==> src/rtl/muldiv_pkg.sv <==
// Shared definitions for the multiply/divide sequencer: op codes, FSM states
// and op-class predicates.
package muldiv_pkg;

  localparam logic [5:0] OP_MUL   = 6'b100111;
  localparam logic [5:0] OP_MLA   = 6'b101000;
  localparam logic [5:0] OP_MLS   = 6'b101001;
  localparam logic [5:0] OP_UMULL = 6'b101010;
  localparam logic [5:0] OP_UMLAL = 6'b101011;
  localparam logic [5:0] OP_SMULL = 6'b101100;
  localparam logic [5:0] OP_SMLAL = 6'b101101;
  localparam logic [5:0] OP_UDIV  = 6'b101110;
  localparam logic [5:0] OP_SDIV  = 6'b101111;

  typedef enum logic [2:0] {IDLE, PREP, ITER, FIX, DONE} mdState_t;

  function automatic logic is_muldiv(input logic [5:0] code);
    return (code >= OP_MUL) && (code <= OP_SDIV);
  endfunction

  function automatic logic is_long(input logic [5:0] code);
    return code inside {OP_UMULL, OP_UMLAL, OP_SMULL, OP_SMLAL};
  endfunction

  function automatic logic is_signed(input logic [5:0] code);
    return code inside {OP_SMULL, OP_SMLAL, OP_SDIV};
  endfunction

  function automatic logic is_div(input logic [5:0] code);
    return code inside {OP_UDIV, OP_SDIV};
  endfunction

endpackage

==> src/rtl/muldiv_sequencer_if.sv <==
// Execute-stage request / memory-stage result bundle of the multiply/divide
// sequencer; master is the pipeline side, slave is the sequencer.
interface muldiv_sequencer_if #(parameter int XLEN = 32);

  logic            StartE;
  logic            FlushE;
  logic [5:0]      ALUControlE;
  logic [XLEN-1:0] SrcAE;
  logic [XLEN-1:0] SrcBE;
  logic [XLEN-1:0] AccLoE;
  logic [XLEN-1:0] AccHiE;
  logic            StallMD;
  logic            DoneM;
  logic [XLEN-1:0] ResultLoM;
  logic [XLEN-1:0] ResultHiM;
  logic            HiWriteM;
  logic [1:0]      FlagsM;
  logic            DivByZeroM;

  modport master (
    output StartE, FlushE, ALUControlE, SrcAE, SrcBE, AccLoE, AccHiE,
    input  StallMD, DoneM, ResultLoM, ResultHiM, HiWriteM, FlagsM, DivByZeroM
  );

  modport slave (
    input  StartE, FlushE, ALUControlE, SrcAE, SrcBE, AccLoE, AccHiE,
    output StallMD, DoneM, ResultLoM, ResultHiM, HiWriteM, FlagsM, DivByZeroM
  );

endinterface

==> src/rtl/muldiv_iter_step.sv <==
// One radix-2 iteration: add-shift for multiply ({hi, multiplier}) or
// restoring subtract-shift for divide ({remainder, quotient}).
module muldiv_iter_step #(parameter int XLEN = 32) (
  input  logic              isDiv,
  input  logic [2*XLEN-1:0] accIn,
  input  logic [XLEN-1:0]   operand,
  output logic [2*XLEN-1:0] accOut
);

  logic [XLEN:0]   addSum;
  logic [XLEN:0]   shifted;
  logic [XLEN+1:0] subDiff;

  // NOTE: every output of a combinational block gets a default first so no
  // path through it can leave a value held (which would infer a latch).
  always_comb begin
    addSum  = {1'b0, accIn[2*XLEN-1:XLEN]} + (accIn[0] ? {1'b0, operand} : '0);
    shifted = accIn[2*XLEN-1:XLEN-1];
    subDiff = {1'b0, shifted} - {2'b00, operand};
    accOut  = {addSum, accIn[XLEN-1:1]};
    if (isDiv) begin
      // A borrow means the divisor did not fit: restore and shift in a 0.
      if (subDiff[XLEN+1]) accOut = {shifted[XLEN-1:0], accIn[XLEN-2:0], 1'b0};
      else                 accOut = {subDiff[XLEN-1:0], accIn[XLEN-2:0], 1'b1};
    end
  end

endmodule

==> src/rtl/muldiv_sequencer.sv <==
// Multi-cycle multiply/divide controller beside the execute-stage ALU.
// Optional MULDIV_EARLY_TERM_EN: multiplies stop iterating once the remaining multiplier bits are zero.
module muldiv_sequencer
  import muldiv_pkg::*;
#(
  parameter int XLEN = 32
) (
  input logic             clk,
  input logic             reset,
  muldiv_sequencer_if.slave bus
);

  localparam int CW = $clog2(XLEN);

  mdState_t          state, stateNext;
  logic [5:0]        op;
  logic [XLEN-1:0]   opA, opB;
  logic [2*XLEN-1:0] accC, prod, stepNext, iterProd;
  logic [CW-1:0]     count;
  logic              negRes, negRem, divZero;
  logic [XLEN-1:0]   resLo, resHi;
  logic [1:0]        flags;

  logic              validStart, iterLast, iterExit, prepDivZero;
  logic [XLEN-1:0]   absA, absB, quot, rem;
  logic [2*XLEN-1:0] mulVal;
  logic [XLEN-1:0]   fixLo, fixHi;
  logic              fixN, fixZ;

  assign validStart  = bus.StartE && is_muldiv(bus.ALUControlE);
  assign absA        = (is_signed(op) && opA[XLEN-1]) ? -opA : opA;
  assign absB        = (is_signed(op) && opB[XLEN-1]) ? -opB : opB;
  assign prepDivZero = is_div(op) && (opB == '0);
  assign iterLast    = (count == CW'(XLEN-1));

  muldiv_iter_step #(.XLEN(XLEN)) u_step (
    .isDiv   (is_div(op)),
    .accIn   (prod),
    .operand (is_div(op) ? opB : opA),
    .accOut  (stepNext)
  );

`ifdef MULDIV_EARLY_TERM_EN
  logic multRestZero;
  // Multiplier bits above the one just consumed are all zero: the remaining
  // iterations would only shift, so do the whole shift now and leave.
  assign multRestZero = (opB >> ({1'b0, count} + (CW+1)'(1))) == '0;
  assign iterExit     = iterLast || (!is_div(op) && multRestZero);
  assign iterProd     = (iterExit && !is_div(op)) ? (stepNext >> (CW'(XLEN-1) - count))
                                                  : stepNext;
`else
  assign iterExit = iterLast;
  assign iterProd = stepNext;
`endif

  // NOTE: the state register uses non-blocking assignment so every flop
  // samples the pre-edge values, independent of process evaluation order.
  always_ff @(posedge clk or negedge reset) begin
    if (!reset) state <= IDLE;
    else        state <= stateNext;
  end

  always_comb begin
    stateNext = state;
    case (state)
      IDLE:    if (validStart && !bus.FlushE) stateNext = PREP;
      PREP:    stateNext = prepDivZero ? FIX : ITER;
      ITER:    if (iterExit) stateNext = FIX;
      FIX:     stateNext = DONE;
      DONE:    stateNext = IDLE;
      default: stateNext = IDLE;
    endcase
    if (state != IDLE && bus.FlushE) stateNext = IDLE;
  end

  // Result shaping: sign fix-up, accumulate, divide quotient/remainder select.
  always_comb begin
    mulVal = negRes ? -prod : prod;
    quot   = negRes ? -prod[XLEN-1:0] : prod[XLEN-1:0];
    rem    = negRem ? -prod[2*XLEN-1:XLEN] : prod[2*XLEN-1:XLEN];
    fixHi  = mulVal[2*XLEN-1:XLEN];
    fixLo  = mulVal[XLEN-1:0];
    case (op)
      OP_MLA:             fixLo = accC[XLEN-1:0] + mulVal[XLEN-1:0];
      OP_MLS:             fixLo = accC[XLEN-1:0] - mulVal[XLEN-1:0];
      OP_UMLAL, OP_SMLAL: {fixHi, fixLo} = accC + mulVal;
      OP_UDIV, OP_SDIV: begin
        fixLo = quot;
        fixHi = rem;
      end
      default: ;
    endcase
    fixN = is_long(op) ? fixHi[XLEN-1] : fixLo[XLEN-1];
    fixZ = is_long(op) ? ({fixHi, fixLo} == '0) : (fixLo == '0);
  end

  // NOTE: datapath registers are reset as well as control, because the
  // result outputs must read zero straight out of reset.
  always_ff @(posedge clk or negedge reset) begin
    if (!reset) begin
      op      <= '0;
      opA     <= '0;
      opB     <= '0;
      accC    <= '0;
      prod    <= '0;
      count   <= '0;
      negRes  <= 1'b0;
      negRem  <= 1'b0;
      divZero <= 1'b0;
      resLo   <= '0;
      resHi   <= '0;
      flags   <= '0;
    end else begin
      case (state)
        IDLE: if (validStart && !bus.FlushE) begin
          op    <= bus.ALUControlE;
          opA   <= bus.SrcAE;
          opB   <= bus.SrcBE;
          accC  <= {bus.AccHiE, bus.AccLoE};
          count <= '0;
        end
        PREP: begin
          opA     <= absA;
          opB     <= absB;
          negRes  <= is_signed(op) && (opA[XLEN-1] ^ opB[XLEN-1]);
          negRem  <= is_signed(op) && opA[XLEN-1];
          divZero <= prepDivZero;
          // Divide by zero: quotient 0, dividend left as remainder.
          if (prepDivZero)     prod <= {absA, XLEN'(0)};
          else if (is_div(op)) prod <= {XLEN'(0), absA};
          else                 prod <= {XLEN'(0), absB};
        end
        ITER: begin
          prod  <= iterProd;
          count <= count + CW'(1);
        end
        FIX: if (!bus.FlushE) begin
          resLo <= fixLo;
          resHi <= fixHi;
          flags <= {fixN, fixZ};
        end
        default: ;
      endcase
    end
  end

  assign bus.StallMD    = (state == IDLE && validStart && !bus.FlushE)
                        || (state inside {PREP, ITER, FIX});
  assign bus.DoneM      = (state == DONE);
  assign bus.HiWriteM   = (state == DONE) && is_long(op);
  assign bus.DivByZeroM = (state == DONE) && divZero;
  assign bus.ResultLoM  = resLo;
  assign bus.ResultHiM  = resHi;
  assign bus.FlagsM     = flags;

endmodule

==> src/flat_wrapper.sv <==
// flat-port wrapper written by rule: the top's interface ports become plain ports
module muldiv_sequencer_flat import muldiv_pkg::*;
#(
  parameter int XLEN = 32
)
  (clk, reset, bus_StartE, bus_FlushE, bus_ALUControlE, bus_SrcAE, bus_SrcBE, bus_AccLoE, bus_AccHiE, bus_StallMD, bus_DoneM, bus_ResultLoM, bus_ResultHiM, bus_HiWriteM, bus_FlagsM, bus_DivByZeroM);
  muldiv_sequencer_if #(.XLEN(XLEN)) bus_i ();
  input logic clk;
  input logic reset;
  input wire logic [$bits(bus_i.StartE)-1:0] bus_StartE;
  input wire logic [$bits(bus_i.FlushE)-1:0] bus_FlushE;
  input wire logic [$bits(bus_i.ALUControlE)-1:0] bus_ALUControlE;
  input wire logic [$bits(bus_i.SrcAE)-1:0] bus_SrcAE;
  input wire logic [$bits(bus_i.SrcBE)-1:0] bus_SrcBE;
  input wire logic [$bits(bus_i.AccLoE)-1:0] bus_AccLoE;
  input wire logic [$bits(bus_i.AccHiE)-1:0] bus_AccHiE;
  output wire logic [$bits(bus_i.StallMD)-1:0] bus_StallMD;
  output wire logic [$bits(bus_i.DoneM)-1:0] bus_DoneM;
  output wire logic [$bits(bus_i.ResultLoM)-1:0] bus_ResultLoM;
  output wire logic [$bits(bus_i.ResultHiM)-1:0] bus_ResultHiM;
  output wire logic [$bits(bus_i.HiWriteM)-1:0] bus_HiWriteM;
  output wire logic [$bits(bus_i.FlagsM)-1:0] bus_FlagsM;
  output wire logic [$bits(bus_i.DivByZeroM)-1:0] bus_DivByZeroM;
  assign bus_i.StartE = bus_StartE;
  assign bus_i.FlushE = bus_FlushE;
  assign bus_i.ALUControlE = bus_ALUControlE;
  assign bus_i.SrcAE = bus_SrcAE;
  assign bus_i.SrcBE = bus_SrcBE;
  assign bus_i.AccLoE = bus_AccLoE;
  assign bus_i.AccHiE = bus_AccHiE;
  assign bus_StallMD = bus_i.StallMD;
  assign bus_DoneM = bus_i.DoneM;
  assign bus_ResultLoM = bus_i.ResultLoM;
  assign bus_ResultHiM = bus_i.ResultHiM;
  assign bus_HiWriteM = bus_i.HiWriteM;
  assign bus_FlagsM = bus_i.FlagsM;
  assign bus_DivByZeroM = bus_i.DivByZeroM;
  muldiv_sequencer #(.XLEN(XLEN)) u_core (.clk(clk), .reset(reset), .bus(bus_i));
endmodule
==> config.mk <==
export PLATFORM = sky130hd
export DESIGN_NAME = muldiv_sequencer_flat
export DESIGN_NICKNAME = d
export VERILOG_FILES = /design/src/rtl/muldiv_pkg.sv /design/src/rtl/muldiv_sequencer_if.sv /design/src/rtl/muldiv_iter_step.sv /design/src/rtl/muldiv_sequencer.sv /design/src/flat_wrapper.sv
export SDC_FILE = /design/constraint.sdc
export NUM_CORES = 1
export LEC_CHECK = 0
export BUFFER_PORTS_ARGS = -buffer_cell sky130_fd_sc_hd__buf_2
export CORE_UTILIZATION = 57
export DETAILED_ROUTE_END_ITERATION = 6
export HOLD_SLACK_MARGIN = 0.05
export PLACE_DENSITY_LB_ADDON = 0.05
export SLEW_MARGIN = 20
export SYNTH_ARGS = -nofsm -noshare
export SYNTH_HDL_FRONTEND = slang
export SYNTH_SLANG_ARGS = --single-unit
==> constraint.sdc <==
create_clock -name clk -period 5.5 [get_ports clk]
set_clock_uncertainty 0.05 [all_clocks]
set_input_delay 0.55 -clock clk [delete_from_list [all_inputs] [get_ports clk]]
set_output_delay 0.55 -clock clk [all_outputs]
set_load 0.02 [all_outputs]
==> out/metrics.yaml <==
yosys:
  ys_seq_elements: 275
  synth.top_cell.area_share_pct: 24.98
  seq_area_frac_synth_pct: 24.98
  synth-adder-area-share_pct: 7.821
  synth_xor_area_share_pct: 8.580
  synth-edff-count: 0
  synthSimpleGateAreaFrac_pct: 23.25
  synth_cell_types: 105
  synthFlopType: "dfrtp_1"
  synthArstFlopShare_pct: 100.0
  synth_cells: 3684
  netlist_area_mm2: 0.02755
  synth_area_leaders: "dfrtp_1 25%, nand2_1 8.5%, ha_1 7.5%, o21ai_0 5.3%, xnor2_1 5.1%"
  syn_nets: 3991
  yosys_warnings: 0
  yosys-mux-area-fraction_pct: 2.244
  synth_compound_area_share_pct: 28.29
  synth_top_family_by_area: "compound AO/OA/AOI/OAI gates"
  netlist.top_cell.by_area: "dfrtp_1"
  synth.avg_cell_area_um2: 7.478
status:
  violations: "design-rule violations, negative setup slack"
  outcome: "finished, violations left"
detailed_routing:
  dr.pass1.iters: 7
  remaining_drc_errors: 29
  vias_per_cell: 6.749
  routed_wirelength_um: 112200
  wl_per_cell_um: 23.66
  final_antenna_net_count: 0
  first_iter_violations: 4407
  vias: 32020
placed_design:
  dpl.hpwl_um: 85490
  dp_cells: 4664
  dpl_cell_area_mm2: 0.03159
  gp_congestion: 1.089
  numPortBuffers: 207
sta:
  rsz0062_at_grt: "true"
  hold_viol: 0
  fin_crit_ps: 5664
  finalCritPeriodShare_pct: 103.0
  worst_slew_margin_rel_pct: 15.99
  fin_ws_ps: -164.0
  slew_violations: 0
  worstMarginPinSlew_ps: 1259
  setup_violations: 1
  clock.fmax_mhz: 176.6
  holdWs_ps: 109.5
critical_path:
  rrSetupSlack_ps: -160
  cp_data_arrival_time_ps: 6130
  worstPathRequired_ps: 5960
  worstSetupStartpointType: "flop"
  critical_path_class: "reg2reg"
  startpoint: "u_core.prod[3]"
  r2r_cells: 24
  r2r-end: "u_core.bus.FlagsM[0]"
  path_max_fanout: 6
  end_kind: "flop"
  r2r-start: "u_core.prod[3]"
clock_tree:
  cts.sinks: 275
  cts_tree: "yes"
  cts_made_buffers: 35
  clock_latency_ps: 600
  root_buffer: "clkbuf_16"
  cts.path.max_buffers: 3
  clkTransAtPathRegs_ps: 60
  htree_levels: 2
grt:
  grt_max_degree: 150
  grt_pass1_wl_um: 171800
  grt_overflow: 0
  antenna_found_initial: 5
  first_global_vias: 30080
  track_usage_pct: 44.33
pwr:
  power_density_mw_per_mm2: 594.6
  power.total_mw: 19.86
  leakage_nw: 15.38
  ir_drop_mv: 0.3458
die:
  row_count: 80
  die_width_um: 221.8
  die-area_mm2: 0.04921
  coreArea_mm2: 0.04775
  die_h_um: 221.8
  floorplan.initialDensity_pct: 57.70
  ios: 208
cells_and_area:
  syn_to_final_growth_pct: 21.23
  fin_nets: 4411
  finish.utilization_pct: 69.95
  fillers: 3930
  final_cell_mix: "625 x nand2_1, 424 x buf_4, 287 x nor2_1"
  instances_no_fill: 4745
  fin_area_mm2: 0.03340
  final_common_cell: "nand2_1"
  drive_above_1_share_pct: 20.08
job:
  cap_violations: 0
worst_hold_path:
  min_path_cells: 3
  min_from: "bus_AccLoE[3]"
  hp-class: "in2reg"
  hold_end: "u_core.accC[3]"
[synthesized netlist by cell type, types with 11 or more instances]
cell and n:
nand2_1 625, clkbuf_1 225, xnor2_1 160, mux2i_1 55, nor4_1 34, nand3_1 60, and3_1 27, a21oi_1 260
o22ai_1 23, o21a_1 46, nand2b_1 33, and2_1 19, inv_1 87, dfrtp_1 275, nor3_1 81, or2_2 19
nor2_1 293, or3_1 32, a2111oi_0 12, a221oi_1 59, o41ai_1 13, a21o_1 55, xor2_1 108, a31oi_1 77
o31ai_1 37, o21bai_1 26, o2111ai_1 11, nor2b_1 17, or4_1 23, a221o_1 34, o211ai_1 41, nand4_1 52
buf_1 16, ha_1 165, a211oi_1 41, a22oi_1 40, o21ai_0 293
[state kept, by name (all words and copies together) (netlist names)]
| signal | count |
|---|---|
| u_core.divZero | 1 |
| u_core.bus.FlagsM | 2 |
| u_core.op | 6 |
| u_core.prod | 64 |
| u_core.opA | 32 |
| u_core.state | 3 |
| u_core.negRes | 1 |
| u_core.accC | 64 |
| u_core.negRem | 1 |
| u_core.bus.ResultHiM | 32 |
| u_core.opB | 32 |
| u_core.bus.ResultLoM | 32 |
| u_core.count | 5 |
[per-layer routing]
metal / vias to the layer above / part of all wire, % / track usage [%]
met3: 376 / 12 / 9.767
met4: 2 / 6.1 / 24.10
met1: 15130 / 39 / 59.51
met5: - / 0.0098 / 0
li1: 14340 / - / -
met2: 2186 / 42 / 66.34
[power breakdown]
part / total, mW / internal, mW / switching [mW]
logic: 13.9 / 5.84 / 8.10
registers: 3.39 / 2.54 / 0.852
clock network: 2.53 / 1.52 / 1.02
total: 19.9 / 9.89 / 9.96
[worst max-delay path: stages, from the launching register on]
cell and delay [ps]:
dfrtp_2 420, or4_4 550, o41a_1 420, xnor2_2 180, inv_2 60, nor2_2 110, nand4_1 200, nor3_4 330
buf_6 150, nor2_2 30, xnor2_1 140, ha_1 390, o211ai_1 140, o311ai_1 330, a211oi_1 90, buf_4 190
nor2_4 170, mux2i_1 220, o211ai_1 200, and4b_1 290, nand4_1 170, nor4_4 360, buf_4 170, a32oi_2 90
nand2_1 80
[final cells by class]
class / instances / area (um^2) / area share, %
diodes: 1 / 2.502 / 0.007493
multi-input cells: 3064 / 19800 / 59.30
well taps: 615 / 769.5 / 2.304
clock buffers: 51 / 996.0 / 2.982
flip-flops and latches: 275 / 6884 / 20.61
inverters: 89 / 334.1 / 1.000
repair buffers: 639 / 4353 / 13.03
clock inverters: 11 / 252.7 / 0.7568
[repair_timing]
action | in CTS | in global routing
resized for setup | 30 | 58
hold buffers | 1 | 0
endpoints found under the setup margin | 1 | 6
buffers inserted | 9 | 8
endpoints found under the hold margin | 62 | 0
pin swaps | 16 | 33
[worst max-delay path by stage]
stage	cells past startpoint	slack [ps]	end
after floorplan	25	-20	u_core.bus.FlagsM[0]
after global placement	24	-220	u_core.bus.FlagsM[0]
after detailed placement	23	-270	u_core.bus.FlagsM[0]
after CTS	26	0.4	u_core.bus.FlagsM[0]
after global routing	23	-300	u_core.bus.FlagsM[0]
final	24	-160	u_core.bus.FlagsM[0]
[cell families (layout without fill, tap and decap cells)]
family	count (synthesis)	in the layout
compound gates	1183	1183
mux	61	61
flops	275	275
fa+ha+maj	170	170
xor+xnor	269	269
simple gates	1381	1381
buf+inv	345	790
other cells	0	1
[metrics by stage]
| stage | setup TNS, ps | setup slack [ps] |
|---|---|---|
| final | -164.0 | -164.0 |
| after global routing | -318.2 | -304.3 |
| after CTS | 0 | 0.3682 |
| after detailed placement | -266.3 | -266.3 |
| after global placement | -222.3 | -222.3 |
| after floorplan | -22.79 | -22.79 |
(Power assumes the default switching activity.)
